## src/rtl/control_fsm_pkg.sv

```systemverilog
// Shared types, opcodes and select encodings for the multicycle control FSM.
// CTRL_TRAP_EN (optional) enables the TRAP state and sticky illegal flag.
package control_fsm_pkg;

    typedef enum logic [3:0] {
        S_FETCH,
        S_DECODE,
        S_MEMADR,
        S_MEMREAD,
        S_MEMWB,
        S_MEMWRITE,
        S_EXECR,
        S_EXECI,
        S_ALUWB,
        S_BRANCH,
        S_JAL,
        S_LUI,
        S_TRAP
    } state_t;

    localparam logic [6:0] OP_LOAD   = 7'b0000011;
    localparam logic [6:0] OP_STORE  = 7'b0100011;
    localparam logic [6:0] OP_RTYPE  = 7'b0110011;
    localparam logic [6:0] OP_ITYPE  = 7'b0010011;
    localparam logic [6:0] OP_BRANCH = 7'b1100011;
    localparam logic [6:0] OP_JAL    = 7'b1101111;
    localparam logic [6:0] OP_LUI    = 7'b0110111;

    typedef enum logic [2:0] {
        ALU_ADD = 3'b000,
        ALU_SUB = 3'b001,
        ALU_AND = 3'b010,
        ALU_OR  = 3'b011,
        ALU_XOR = 3'b100,
        ALU_SLT = 3'b101,
        ALU_SRL = 3'b110,
        ALU_SRA = 3'b111
    } alu_ctl_t;

    typedef enum logic [2:0] {
        IMM_I = 3'b000,
        IMM_S = 3'b001,
        IMM_B = 3'b010,
        IMM_J = 3'b011,
        IMM_U = 3'b100
    } imm_src_t;

    localparam logic [1:0] SRCA_PC    = 2'b00;
    localparam logic [1:0] SRCA_OLDPC = 2'b01;
    localparam logic [1:0] SRCA_REG   = 2'b10;
    localparam logic [1:0] SRCA_ZERO  = 2'b11;

    localparam logic [1:0] SRCB_WDATA = 2'b00;
    localparam logic [1:0] SRCB_IMM   = 2'b01;
    localparam logic [1:0] SRCB_FOUR  = 2'b10;

    localparam logic [1:0] RES_ALUOUT    = 2'b00;
    localparam logic [1:0] RES_DATA      = 2'b01;
    localparam logic [1:0] RES_ALURESULT = 2'b10;

    typedef enum logic [1:0] {
        AOP_ADD   = 2'b00,
        AOP_SUB   = 2'b01,
        AOP_FUNCT = 2'b10
    } alu_op_t;

    typedef struct packed {
        logic       pc_write;
        logic       adr_src;
        logic       mem_write;
        logic       ir_write;
        logic       reg_write;
        logic [1:0] result_src;
        logic [1:0] alu_src_a;
        logic [1:0] alu_src_b;
        alu_op_t    alu_op;
    } ctrl_t;

    // Moore part of the output decode; unnamed fields stay zero.
    function automatic ctrl_t state_ctrl(state_t s);
        ctrl_t c;
        c = '0;
        unique case (s)
            S_FETCH: begin
                c.ir_write   = 1'b1;
                c.pc_write   = 1'b1;
                c.alu_src_a  = SRCA_PC;
                c.alu_src_b  = SRCB_FOUR;
                c.result_src = RES_ALURESULT;
            end
            S_DECODE: begin
                c.alu_src_a = SRCA_OLDPC;
                c.alu_src_b = SRCB_IMM;
            end
            S_MEMADR: begin
                c.alu_src_a = SRCA_REG;
                c.alu_src_b = SRCB_IMM;
            end
            S_MEMREAD: begin
                c.result_src = RES_ALUOUT;
                c.adr_src    = 1'b1;
            end
            S_MEMWB: begin
                c.result_src = RES_DATA;
                c.reg_write  = 1'b1;
            end
            S_MEMWRITE: begin
                c.result_src = RES_ALUOUT;
                c.adr_src    = 1'b1;
                c.mem_write  = 1'b1;
            end
            S_EXECR: begin
                c.alu_src_a = SRCA_REG;
                c.alu_src_b = SRCB_WDATA;
                c.alu_op    = AOP_FUNCT;
            end
            S_EXECI: begin
                c.alu_src_a = SRCA_REG;
                c.alu_src_b = SRCB_IMM;
                c.alu_op    = AOP_FUNCT;
            end
            S_ALUWB: begin
                c.result_src = RES_ALUOUT;
                c.reg_write  = 1'b1;
            end
            S_BRANCH: begin
                c.alu_src_a  = SRCA_REG;
                c.alu_src_b  = SRCB_WDATA;
                c.alu_op     = AOP_SUB;
                c.result_src = RES_ALUOUT;
            end
            S_JAL: begin
                c.alu_src_a  = SRCA_OLDPC;
                c.alu_src_b  = SRCB_FOUR;
                c.result_src = RES_ALUOUT;
                c.pc_write   = 1'b1;
            end
            S_LUI: begin
                c.alu_src_a = SRCA_ZERO;
                c.alu_src_b = SRCB_IMM;
            end
            default: c = '0;
        endcase
        return c;
    endfunction

    function automatic logic alu_legal(logic       op_5,
                                       logic [2:0] funct3,
                                       logic [6:0] funct7);
        logic f7_zero;
        logic f7_alt;
        logic ok;
        f7_zero = (funct7 == 7'b0000000);
        f7_alt  = (funct7 == 7'b0100000);
        unique case (funct3)
            3'b000:  ok = !op_5 || f7_zero || f7_alt;
            3'b101:  ok = f7_zero || f7_alt;
            3'b010,
            3'b100,
            3'b110,
            3'b111:  ok = !op_5 || f7_zero;
            default: ok = 1'b0;
        endcase
        return ok;
    endfunction

endpackage

```

## src/rtl/control_fsm_if.sv

```systemverilog
// Instruction fields in, datapath strobes/selects out, for control_fsm.
// The illegal flag exists only when CTRL_TRAP_EN is defined.
interface control_fsm_if;

    logic [6:0]  op;
    logic [2:0]  funct3;
    logic [6:0]  funct7;
    logic        Zero;

    logic        PCWrite;
    logic        AdrSrc;
    logic        MemWrite;
    logic        IRWrite;
    logic        RegWrite;
    logic [1:0]  ResultSrc;
    logic [1:0]  ALUSrcA;
    logic [1:0]  ALUSrcB;
    logic [2:0]  ALUControl;
    logic [2:0]  ImmSrc;
    logic [31:0] instret;
`ifdef CTRL_TRAP_EN
    logic        illegal;

    modport master (
        input  op, funct3, funct7, Zero,
        output PCWrite, AdrSrc, MemWrite, IRWrite, RegWrite,
        output ResultSrc, ALUSrcA, ALUSrcB, ALUControl, ImmSrc,
        output instret, illegal
    );

    modport slave (
        output op, funct3, funct7, Zero,
        input  PCWrite, AdrSrc, MemWrite, IRWrite, RegWrite,
        input  ResultSrc, ALUSrcA, ALUSrcB, ALUControl, ImmSrc,
        input  instret, illegal
    );
`else
    modport master (
        input  op, funct3, funct7, Zero,
        output PCWrite, AdrSrc, MemWrite, IRWrite, RegWrite,
        output ResultSrc, ALUSrcA, ALUSrcB, ALUControl, ImmSrc,
        output instret
    );

    modport slave (
        output op, funct3, funct7, Zero,
        input  PCWrite, AdrSrc, MemWrite, IRWrite, RegWrite,
        input  ResultSrc, ALUSrcA, ALUSrcB, ALUControl, ImmSrc,
        input  instret
    );
`endif

endinterface

```

## src/rtl/control_fsm_alu_decoder.sv

```systemverilog
// Combinational ALUControl decode from ALUOp class and instruction fields.
module alu_decoder
    import control_fsm_pkg::*;
(
    input  alu_op_t    alu_op,
    input  logic [2:0] funct3,
    input  logic       funct7_5,
    input  logic       op_5,
    output alu_ctl_t   alu_control
);

    always_comb begin
        alu_control = ALU_ADD;
        unique case (alu_op)
            AOP_SUB: alu_control = ALU_SUB;
            AOP_FUNCT: begin
                unique case (funct3)
                    // funct7[5] on an I-type add is immediate data, not sub
                    3'b000: begin
                        if (op_5 && funct7_5) alu_control = ALU_SUB;
                        else                  alu_control = ALU_ADD;
                    end
                    3'b010: alu_control = ALU_SLT;
                    3'b100: alu_control = ALU_XOR;
                    3'b101: begin
                        if (funct7_5) alu_control = ALU_SRA;
                        else          alu_control = ALU_SRL;
                    end
                    3'b110: alu_control = ALU_OR;
                    3'b111: alu_control = ALU_AND;
                    default: alu_control = ALU_ADD;
                endcase
            end
            default: alu_control = ALU_ADD;
        endcase
    end

endmodule

```

## src/rtl/control_fsm.sv

```systemverilog
// Multicycle RV32 control FSM with registered Moore strobes and instret.
// CTRL_TRAP_EN: illegal instructions lock in TRAP and raise illegal.
module control_fsm
    import control_fsm_pkg::*;
(
    input  logic         clk,
    input  logic         resetn,
    control_fsm_if.master bus
);

`ifdef CTRL_TRAP_EN
    localparam state_t ILL_ST = S_TRAP;
`else
    localparam state_t ILL_ST = S_FETCH;
`endif

    state_t      state;
    state_t      nxt;
    ctrl_t       ctrl;
    logic        run;
    logic        legal;
    logic        retire;
    logic        br_take;
    logic [31:0] instret;
    imm_src_t    imm_src;
    alu_ctl_t    alu_ctl;
`ifdef CTRL_TRAP_EN
    logic        illegal;
`endif

    assign legal  = alu_legal(bus.op[5], bus.funct3, bus.funct7);
    assign retire = (state == S_MEMWB) || (state == S_MEMWRITE) ||
                    (state == S_ALUWB) || (state == S_BRANCH);

    always_comb begin
        nxt = state;
        unique case (state)
            S_FETCH: nxt = S_DECODE;
            S_DECODE: begin
                unique case (bus.op)
                    OP_LOAD,
                    OP_STORE:  nxt = S_MEMADR;
                    OP_RTYPE:  nxt = S_EXECR;
                    OP_ITYPE:  nxt = S_EXECI;
                    OP_BRANCH: nxt = S_BRANCH;
                    OP_JAL:    nxt = S_JAL;
                    OP_LUI:    nxt = S_LUI;
                    default:   nxt = ILL_ST;
                endcase
            end
            S_MEMADR: begin
                if (bus.op == OP_LOAD) nxt = S_MEMREAD;
                else                   nxt = S_MEMWRITE;
            end
            S_MEMREAD:  nxt = S_MEMWB;
            S_MEMWB:    nxt = S_FETCH;
            S_MEMWRITE: nxt = S_FETCH;
            S_EXECR,
            S_EXECI: begin
                if (legal) nxt = S_ALUWB;
                else       nxt = ILL_ST;
            end
            S_ALUWB:  nxt = S_FETCH;
            S_BRANCH: nxt = S_FETCH;
            S_JAL:    nxt = S_ALUWB;
            S_LUI:    nxt = S_ALUWB;
            S_TRAP:   nxt = S_TRAP;
            default:  nxt = S_FETCH;
        endcase
    end

    // run gates the first FETCH to the first clock after reset release
    always_ff @(posedge clk or negedge resetn) begin
        if (!resetn) begin
            state   <= S_FETCH;
            run     <= 1'b0;
            ctrl    <= '0;
            instret <= '0;
`ifdef CTRL_TRAP_EN
            illegal <= 1'b0;
`endif
        end else if (!run) begin
            run  <= 1'b1;
            ctrl <= state_ctrl(S_FETCH);
        end else begin
            state <= nxt;
            ctrl  <= state_ctrl(nxt);
            if (retire) instret <= instret + 32'd1;
`ifdef CTRL_TRAP_EN
            if (nxt == S_TRAP) illegal <= 1'b1;
`endif
        end
    end

    always_comb begin
        br_take = 1'b0;
        unique case (bus.funct3)
            3'b000:  br_take = bus.Zero;
            3'b001:  br_take = !bus.Zero;
            default: br_take = 1'b0;
        endcase
    end

    always_comb begin
        imm_src = IMM_I;
        unique case (state)
            S_DECODE: imm_src = IMM_B;
            S_MEMADR: begin
                if (bus.op == OP_STORE) imm_src = IMM_S;
                else                    imm_src = IMM_I;
            end
            S_LUI:   imm_src = IMM_U;
            default: imm_src = IMM_I;
        endcase
    end

    alu_decoder u_alu_dec (
        .alu_op      (ctrl.alu_op),
        .funct3      (bus.funct3),
        .funct7_5    (bus.funct7[5]),
        .op_5        (bus.op[5]),
        .alu_control (alu_ctl)
    );

    assign bus.PCWrite    = ctrl.pc_write ||
                            ((state == S_BRANCH) && br_take);
    assign bus.AdrSrc     = ctrl.adr_src;
    assign bus.MemWrite   = ctrl.mem_write;
    assign bus.IRWrite    = ctrl.ir_write;
    assign bus.RegWrite   = ctrl.reg_write;
    assign bus.ResultSrc  = ctrl.result_src;
    assign bus.ALUSrcA    = ctrl.alu_src_a;
    assign bus.ALUSrcB    = ctrl.alu_src_b;
    assign bus.ALUControl = alu_ctl;
    assign bus.ImmSrc     = imm_src;
    assign bus.instret    = instret;
`ifdef CTRL_TRAP_EN
    assign bus.illegal    = illegal;
`endif

endmodule
```

## src/flat_wrapper.sv

```systemverilog
// flat-port wrapper written by rule: the top's interface ports become plain ports
module control_fsm_flat import control_fsm_pkg::*;
  (clk, resetn, bus_op, bus_funct3, bus_funct7, bus_Zero, bus_PCWrite, bus_AdrSrc, bus_MemWrite, bus_IRWrite, bus_RegWrite, bus_ResultSrc, bus_ALUSrcA, bus_ALUSrcB, bus_ALUControl, bus_ImmSrc, bus_instret);
  control_fsm_if bus_i ();
  input  logic clk;
  input  logic resetn;
  input wire logic [$bits(bus_i.op)-1:0] bus_op;
  input wire logic [$bits(bus_i.funct3)-1:0] bus_funct3;
  input wire logic [$bits(bus_i.funct7)-1:0] bus_funct7;
  input wire logic [$bits(bus_i.Zero)-1:0] bus_Zero;
  output wire logic [$bits(bus_i.PCWrite)-1:0] bus_PCWrite;
  output wire logic [$bits(bus_i.AdrSrc)-1:0] bus_AdrSrc;
  output wire logic [$bits(bus_i.MemWrite)-1:0] bus_MemWrite;
  output wire logic [$bits(bus_i.IRWrite)-1:0] bus_IRWrite;
  output wire logic [$bits(bus_i.RegWrite)-1:0] bus_RegWrite;
  output wire logic [$bits(bus_i.ResultSrc)-1:0] bus_ResultSrc;
  output wire logic [$bits(bus_i.ALUSrcA)-1:0] bus_ALUSrcA;
  output wire logic [$bits(bus_i.ALUSrcB)-1:0] bus_ALUSrcB;
  output wire logic [$bits(bus_i.ALUControl)-1:0] bus_ALUControl;
  output wire logic [$bits(bus_i.ImmSrc)-1:0] bus_ImmSrc;
  output wire logic [$bits(bus_i.instret)-1:0] bus_instret;
  assign bus_i.op = bus_op;
  assign bus_i.funct3 = bus_funct3;
  assign bus_i.funct7 = bus_funct7;
  assign bus_i.Zero = bus_Zero;
  assign bus_PCWrite = bus_i.PCWrite;
  assign bus_AdrSrc = bus_i.AdrSrc;
  assign bus_MemWrite = bus_i.MemWrite;
  assign bus_IRWrite = bus_i.IRWrite;
  assign bus_RegWrite = bus_i.RegWrite;
  assign bus_ResultSrc = bus_i.ResultSrc;
  assign bus_ALUSrcA = bus_i.ALUSrcA;
  assign bus_ALUSrcB = bus_i.ALUSrcB;
  assign bus_ALUControl = bus_i.ALUControl;
  assign bus_ImmSrc = bus_i.ImmSrc;
  assign bus_instret = bus_i.instret;
  control_fsm u_core (.clk(clk), .resetn(resetn), .bus(bus_i));
endmodule
```

## config.mk

```make
export PLATFORM = sky130hd
export DESIGN_NAME = control_fsm_flat
export DESIGN_NICKNAME = d
export VERILOG_FILES = /design/src/rtl/control_fsm_pkg.sv /design/src/rtl/control_fsm_if.sv /design/src/rtl/control_fsm_alu_decoder.sv /design/src/rtl/control_fsm.sv /design/src/flat_wrapper.sv
export SDC_FILE = /design/constraint.sdc
export NUM_CORES = 1
export LEC_CHECK = 0
export ABC_AREA = 1
export CAP_MARGIN = 20
export CORE_UTILIZATION = 40
export CTS_CLUSTER_DIAMETER = 30
export CTS_CLUSTER_SIZE = 25
export DETAILED_ROUTE_END_ITERATION = 16
export GPL_TIMING_DRIVEN = 0
export PLACE_DENSITY = 0.68
export SETUP_SLACK_MARGIN = 0.3
export SYNTH_ARGS = -nofsm -noshare
export SYNTH_HDL_FRONTEND = slang
export SYNTH_HIERARCHICAL = 1
export SYNTH_SLANG_ARGS = --single-unit
```

## constraint.sdc

```tcl
create_clock -name clk -period 2.2 [get_ports clk]
set_clock_uncertainty 0.1 [all_clocks]
set_input_delay 0.22 -clock clk [delete_from_list [all_inputs] [get_ports clk]]
set_output_delay 0.22 -clock clk [all_outputs]
set_load 0.1 [all_outputs]
```

* Word level (Yosys, flattened, before mapping)
Cells that the tools add are included. Widths: inputs -> output; s select.
Storage, ports and cells: bits in registers 50, bits of input ports 20, logic and storage cells 99
Cells by class: add/sub/neg operators 1, eq/ne operators 39, multiplexer cells 21, reductions and logical operators 26
Operator list (number):
- $pmux 4 s6 | 2
- $eq 4x4->1 const B | 9
- $add 32x1->32 const B | 1
- $eq 4x3->1 const B | 8
- $eq 7x6->1 const B | 4
- $pmux 4 s7 | 1
- $pmux 3 s6 | 1
- $reduce_or 2->1 | 9
- $eq 4x2->1 const B | 4
- $eq 7x7->1 const B | 2
- $mux 13 | 1
- $eq 3x3->1 const B | 4
- $pmux 3 s3 | 1
- $eq 4x1->1 const B | 2
- $logic_not 4->1 | 2
- $mux 1 | 8
- $pmux 2 s2 | 2
- $eq 7x2->1 const B | 1
- $eq 7x5->1 const B | 1
- $logic_not 7->1 | 1
- $logic_or 1x1->1 | 7
- $pmux 3 s2 | 1
- $mux 4 | 1
- $reduce_or 4->1 | 1
- 11 further kinds | 13

* Depth between registers and ports, before layout
word-level depth 10, mapped depth 13, mapped depth without buffers 13

* Hierarchy
The synthesis kept the hierarchy.
By module, submodules not included:
- control_fsm | instances 1, cells each 340, area an instance 2710.1 um^2, sequential area each 1226.2 um^2
- alu_decoder | instances 1, cells each 23, area an instance 117.6 um^2, sequential area each 0.0 um^2

* Least setup slack after synthesis
OpenSTA, ideal clock, no wires.
path type register to output, from register u_core.state[1], to output bus_PCWrite, arrival 3.745 ns, data required time 1.880 ns, path slack -1.865 ns, stages on the path, launching flop included 4, path buffers 0, cell sequence dfrtp_1 -> inv_2 -> nand2_1 -> o41ai_1
On the way: cells in the longest elaborated chain, start to end 3
Ends and longest elaborated chain:
- from (decl) | line control_fsm.sv:17 | state_t state;
- from (signal assigned) | line control_fsm.sv:86 | state <= nxt;
- $eq 4x4->1 | line control_fsm.sv:126 | ((state == S_BRANCH) && br_take);
- $logic_and 1x1->1 | line control_fsm.sv:126
- $logic_or 1x1->1 | line control_fsm.sv:125 | assign bus.PCWrite = ctrl.pc_write ||
- to (decl) | line flat_wrapper.sv:11 | output wire logic [$bits(bus_i.PCWrite)-1:0] bus_PCWrite;
No other way between the ends.

* Worst setup path after layout
from register u_core.state[3], to output bus_PCWrite
The elaborated chain is that of the path after synthesis.

==> impl_metrics.json <==
{
  "critical_path_required_ps": 1880,
  "yosysSeqAreaShare_pct": 43.4,
  "clock_insertion_delay_at_the_later_pin_of_the_skew_report_ps": 310,
  "fp.coreArea_mm2": 0.00679,
  "min_period_over_period_pct": 86.1,
  "gp_routability_congestion": 0.906,
  "power_switching_share_pct": 37.5,
  "pwr-share-clk_pct": 26.4,
  "detailedRoute.firstIterationViolations": 147,
  "grt_antenna_before_repair": 0,
  "place.detailed.hpwl_mm": 5.12,
  "syn_inst_count": 363,
  "syn_nets": 386,
  "die-area_mm2": 0.00741,
  "wl_met3_um": 263,
  "synth_async_sr_flop_share_pct": 100,
  "ys_seq_elements": 49,
  "timing_hold_violations_final": 0,
  "crit_path_max_fanout": 3,
  "synth-warning-count": 6,
  "maxClockFrequency_mhz": 528,
  "path_category_of_the_worst_min_delay_check": "input port to asynchronous set/reset pin",
  "ff_latch_area_mm2": 0.00127,
  "buffer_ports.inserted": 68,
  "placement_rows": 30,
  "synthesis.area_per_instance_um2": 7.79,
  "grt_overflow": 0,
  "seq_power_share_pct": 43.3,
  "pin_count": 69,
  "cap_viol_max_count": 0,
  "grt_setup_unrepaired": "yes",
  "post_synth_instance_area_mm2": 0.00283,
  "finalSetupTns_ps": 0,
  "grt_pass1_vias": 2462,
  "globalRouteTotalUtil_pct": 19.0,
  "drc_viols": 0,
  "vdd.ir_drop.worst_uv": 695,
  "num_vias": 2677,
  "path_clk_slew_ps": 90,
  "starting_density_pct": 41.6,
  "synth-edff-count": 0,
  "dieHeight_um": 86.1,
  "worstSetupPathType": "flip-flop to output pin",
  "power_internal_w": 0.00150,
  "maxUsedRoutingLayer": "met4",
  "wl_per_cell_um": 12.6,
  "htree_num_levels": 2,
  "slew_headroom_pct": 35.4,
  "maxSlewViolCount": 0,
  "run_status": "complete, no violations",
  "synth_top_flop_cell": "sky130_fd_sc_hd__dfrtp_1",
  "ys_types": 32,
  "floorplan.die.width_um": 86.1,
  "route.met2.wl_mm": 3.37,
  "p_per_area_mw_per_mm2": 578,
  "antenna_cell_count": 0,
  "syn_to_final_growth_pct": 46.2,
  "clock_sink_count": 49,
  "cts_max_path_buffers": 2,
  "grt_max_degree": 33,
  "worst_setup_path_end_kind": "output pin",
  "worst_ep_arrival_time_ps": 1570,
  "power.static_leakage_nw": 1.89,
  "tritoncts_clock_tree": "yes",
  "grt_pass1_wl_mm": 11.2,
  "fillCellCount": 606,
  "routedLengthMet1_mm": 3.27,
  "tritoncts.num_buffers": 5,
  "multi_input_area_mm2": 0.00157,
  "nets": 483,
  "route.antenna.remaining_nets": 0,
  "p_comb_share_pct": 30.3,
  "worstMarginPinSlew_ps": 972,
  "drt-pass1-iter-count": 4,
  "detail_route.vias_per_cell": 4.81,
  "final_core_utilization_pct": 60.9,
  "timing.critical_path.from_type": "flip-flop",
  "final_layout_size_suffix_gt1_share_pct": 32.3,
  "p_sw_w": 0.000896,
  "finalSetupViolations": 0,
  "final_period_demand_of_the_worst_path_ps": 1890,
  "cts_root_buffer": "sky130_fd_sc_hd__clkbuf_8",
  "route.final.wire_length_mm": 7.02
}
synthesized netlist by cell type (3+ instances only):
library cell | count | area share (%)
sky130_fd_sc_hd__nor2_1 | 49 | 6.5
sky130_fd_sc_hd__nor3_1 | 15 | 2.7
sky130_fd_sc_hd__a21oi_1 | 4 | 0.71
sky130_fd_sc_hd__o21ai_0 | 8 | 1.4
sky130_fd_sc_hd__xor2_1 | 16 | 5.0
sky130_fd_sc_hd__inv_2 | 4 | 0.53
sky130_fd_sc_hd__xnor2_1 | 15 | 4.6
sky130_fd_sc_hd__nor2_4 | 3 | 1.2
sky130_fd_sc_hd__buf_4 | 6 | 1.6
sky130_fd_sc_hd__nor4_1 | 3 | 0.66
sky130_fd_sc_hd__nand3_1 | 26 | 4.6
sky130_fd_sc_hd__nand4_1 | 13 | 2.9
sky130_fd_sc_hd__ha_1 | 3 | 1.3
sky130_fd_sc_hd__inv_1 | 48 | 6.4
sky130_fd_sc_hd__dfrtp_1 | 49 | 43
sky130_fd_sc_hd__nand2_1 | 81 | 11
power groups by stage:
stage	Combinational (W)	Sequential [W]	Clock [W]
2_1_floorplan	0.000325	0.00125	0
3_3_place_gp	0.000711	0.00105	0
3_5_place_dp	0.000719	0.00105	0
4_1_cts	0.000710	0.00103	0.000650
5_1_grt	0.000769	0.00105	0.000672
6_report	0.000726	0.00104	0.000631
flip-flops by register name, summed over array words and instances, names as in the netlist, 2 cells and up:
name / cells
u_core/bus.ALUSrcA: 2
u_core/bus.ALUSrcB: 2
u_core/bus.instret: 32
u_core/ctrl: 3
u_core/state: 4
repair_timing:
item / in CTS / in global routing
hold endpoints to repair: 17 / 0
pin swaps: 7 / 13
hold buffers: 1 / 0
setup endpoints to repair: 58 / 48
gates resized for setup: 130 / 56
setup buffers: 10 / 10
layout make-up:
cell class	instances	share of cell area, %
flip-flops and latches	49	30.8
multi-input cells	254	37.9
repair buffers	90	19.6
clock inverters	2	0.847
well taps	96	2.90
plain buffers	8	1.27
inverters	52	4.90
clock buffers	6	1.75
placed cells by master (no fill, tap or decap), types with 14 or more instances in the layout:
master / count
sky130_fd_sc_hd__nor2_1: 41
sky130_fd_sc_hd__clkdlybuf4s50_1: 14
sky130_fd_sc_hd__nand3_1: 21
sky130_fd_sc_hd__buf_4: 22
sky130_fd_sc_hd__clkbuf_2: 14
sky130_fd_sc_hd__dfrtp_1: 16
sky130_fd_sc_hd__xor2_1: 16
sky130_fd_sc_hd__nand2_1: 76
sky130_fd_sc_hd__dfrtp_2: 30
sky130_fd_sc_hd__xnor2_1: 15
sky130_fd_sc_hd__inv_1: 45
cell families after synthesis:
| logic type | count (synthesis) | synth area share [%] |
|---|---|---|
| adders and majority gates | 3 | 1.33 |
| buffers and inverters | 60 | 8.76 |
| AOI/OAI and AO/OA | 15 | 2.96 |
| and+or+nand+nor | 204 | 33.8 |
| xor gates and xnor gates | 31 | 9.60 |
| other | 1 | 0.133 |
| DFF | 49 | 43.4 |
metal layers:
layer / global-route usage, % / up-vias
li1: - / 1337
met1: 26.8 / 1264
met2: 30.1 / 61
met3: 2.79 / 15
met4: 6.21 / 0
met5: 0 / -
stage by stage:
stage          area (µm²)  setup WS, ps  hold WS (ps)  power (W)  std cells
2_1_floorplan        2990          89.6          -176    0.00157        363
3_3_place_gp         3790          -902           356    0.00176        527
3_5_place_dp         3810          -693          74.0    0.00177        528
4_1_cts              4020           127           278    0.00239        547
5_1_grt              4140           209           296    0.00249        557
6_report             4140           305           264    0.00239        557
worst paths after layout:
path / from / end / slack (ps) / cells after the start
max in group asynchronous: resetn / u_core/bus.instret[1] / 1220 / 3
worst min register to register: u_core/bus.instret[31] / u_core/bus.instret[31] / 370 / 1
worst max register to register: u_core/state[2] / u_core/bus.instret[21] / 310 / 9
worst max-delay path: u_core/state[3] / bus_PCWrite / 310 / 5
min in group clk: u_core/bus.instret[31] / u_core/bus.instret[31] / 370 / 1
worst min-delay path: resetn / u_core/bus.instret[18] / 260 / 2
worst max-delay path, cell delays in order (launching register included):
cell and delay [ps]:
sky130_fd_sc_hd__dfrtp_2 400, sky130_fd_sc_hd__buf_4 120, sky130_fd_sc_hd__buf_6 80, sky130_fd_sc_hd__nand2_2 80
sky130_fd_sc_hd__o41ai_4 320, sky130_fd_sc_hd__buf_6 270
No activity file was read; power rests on OpenSTA's default activity.
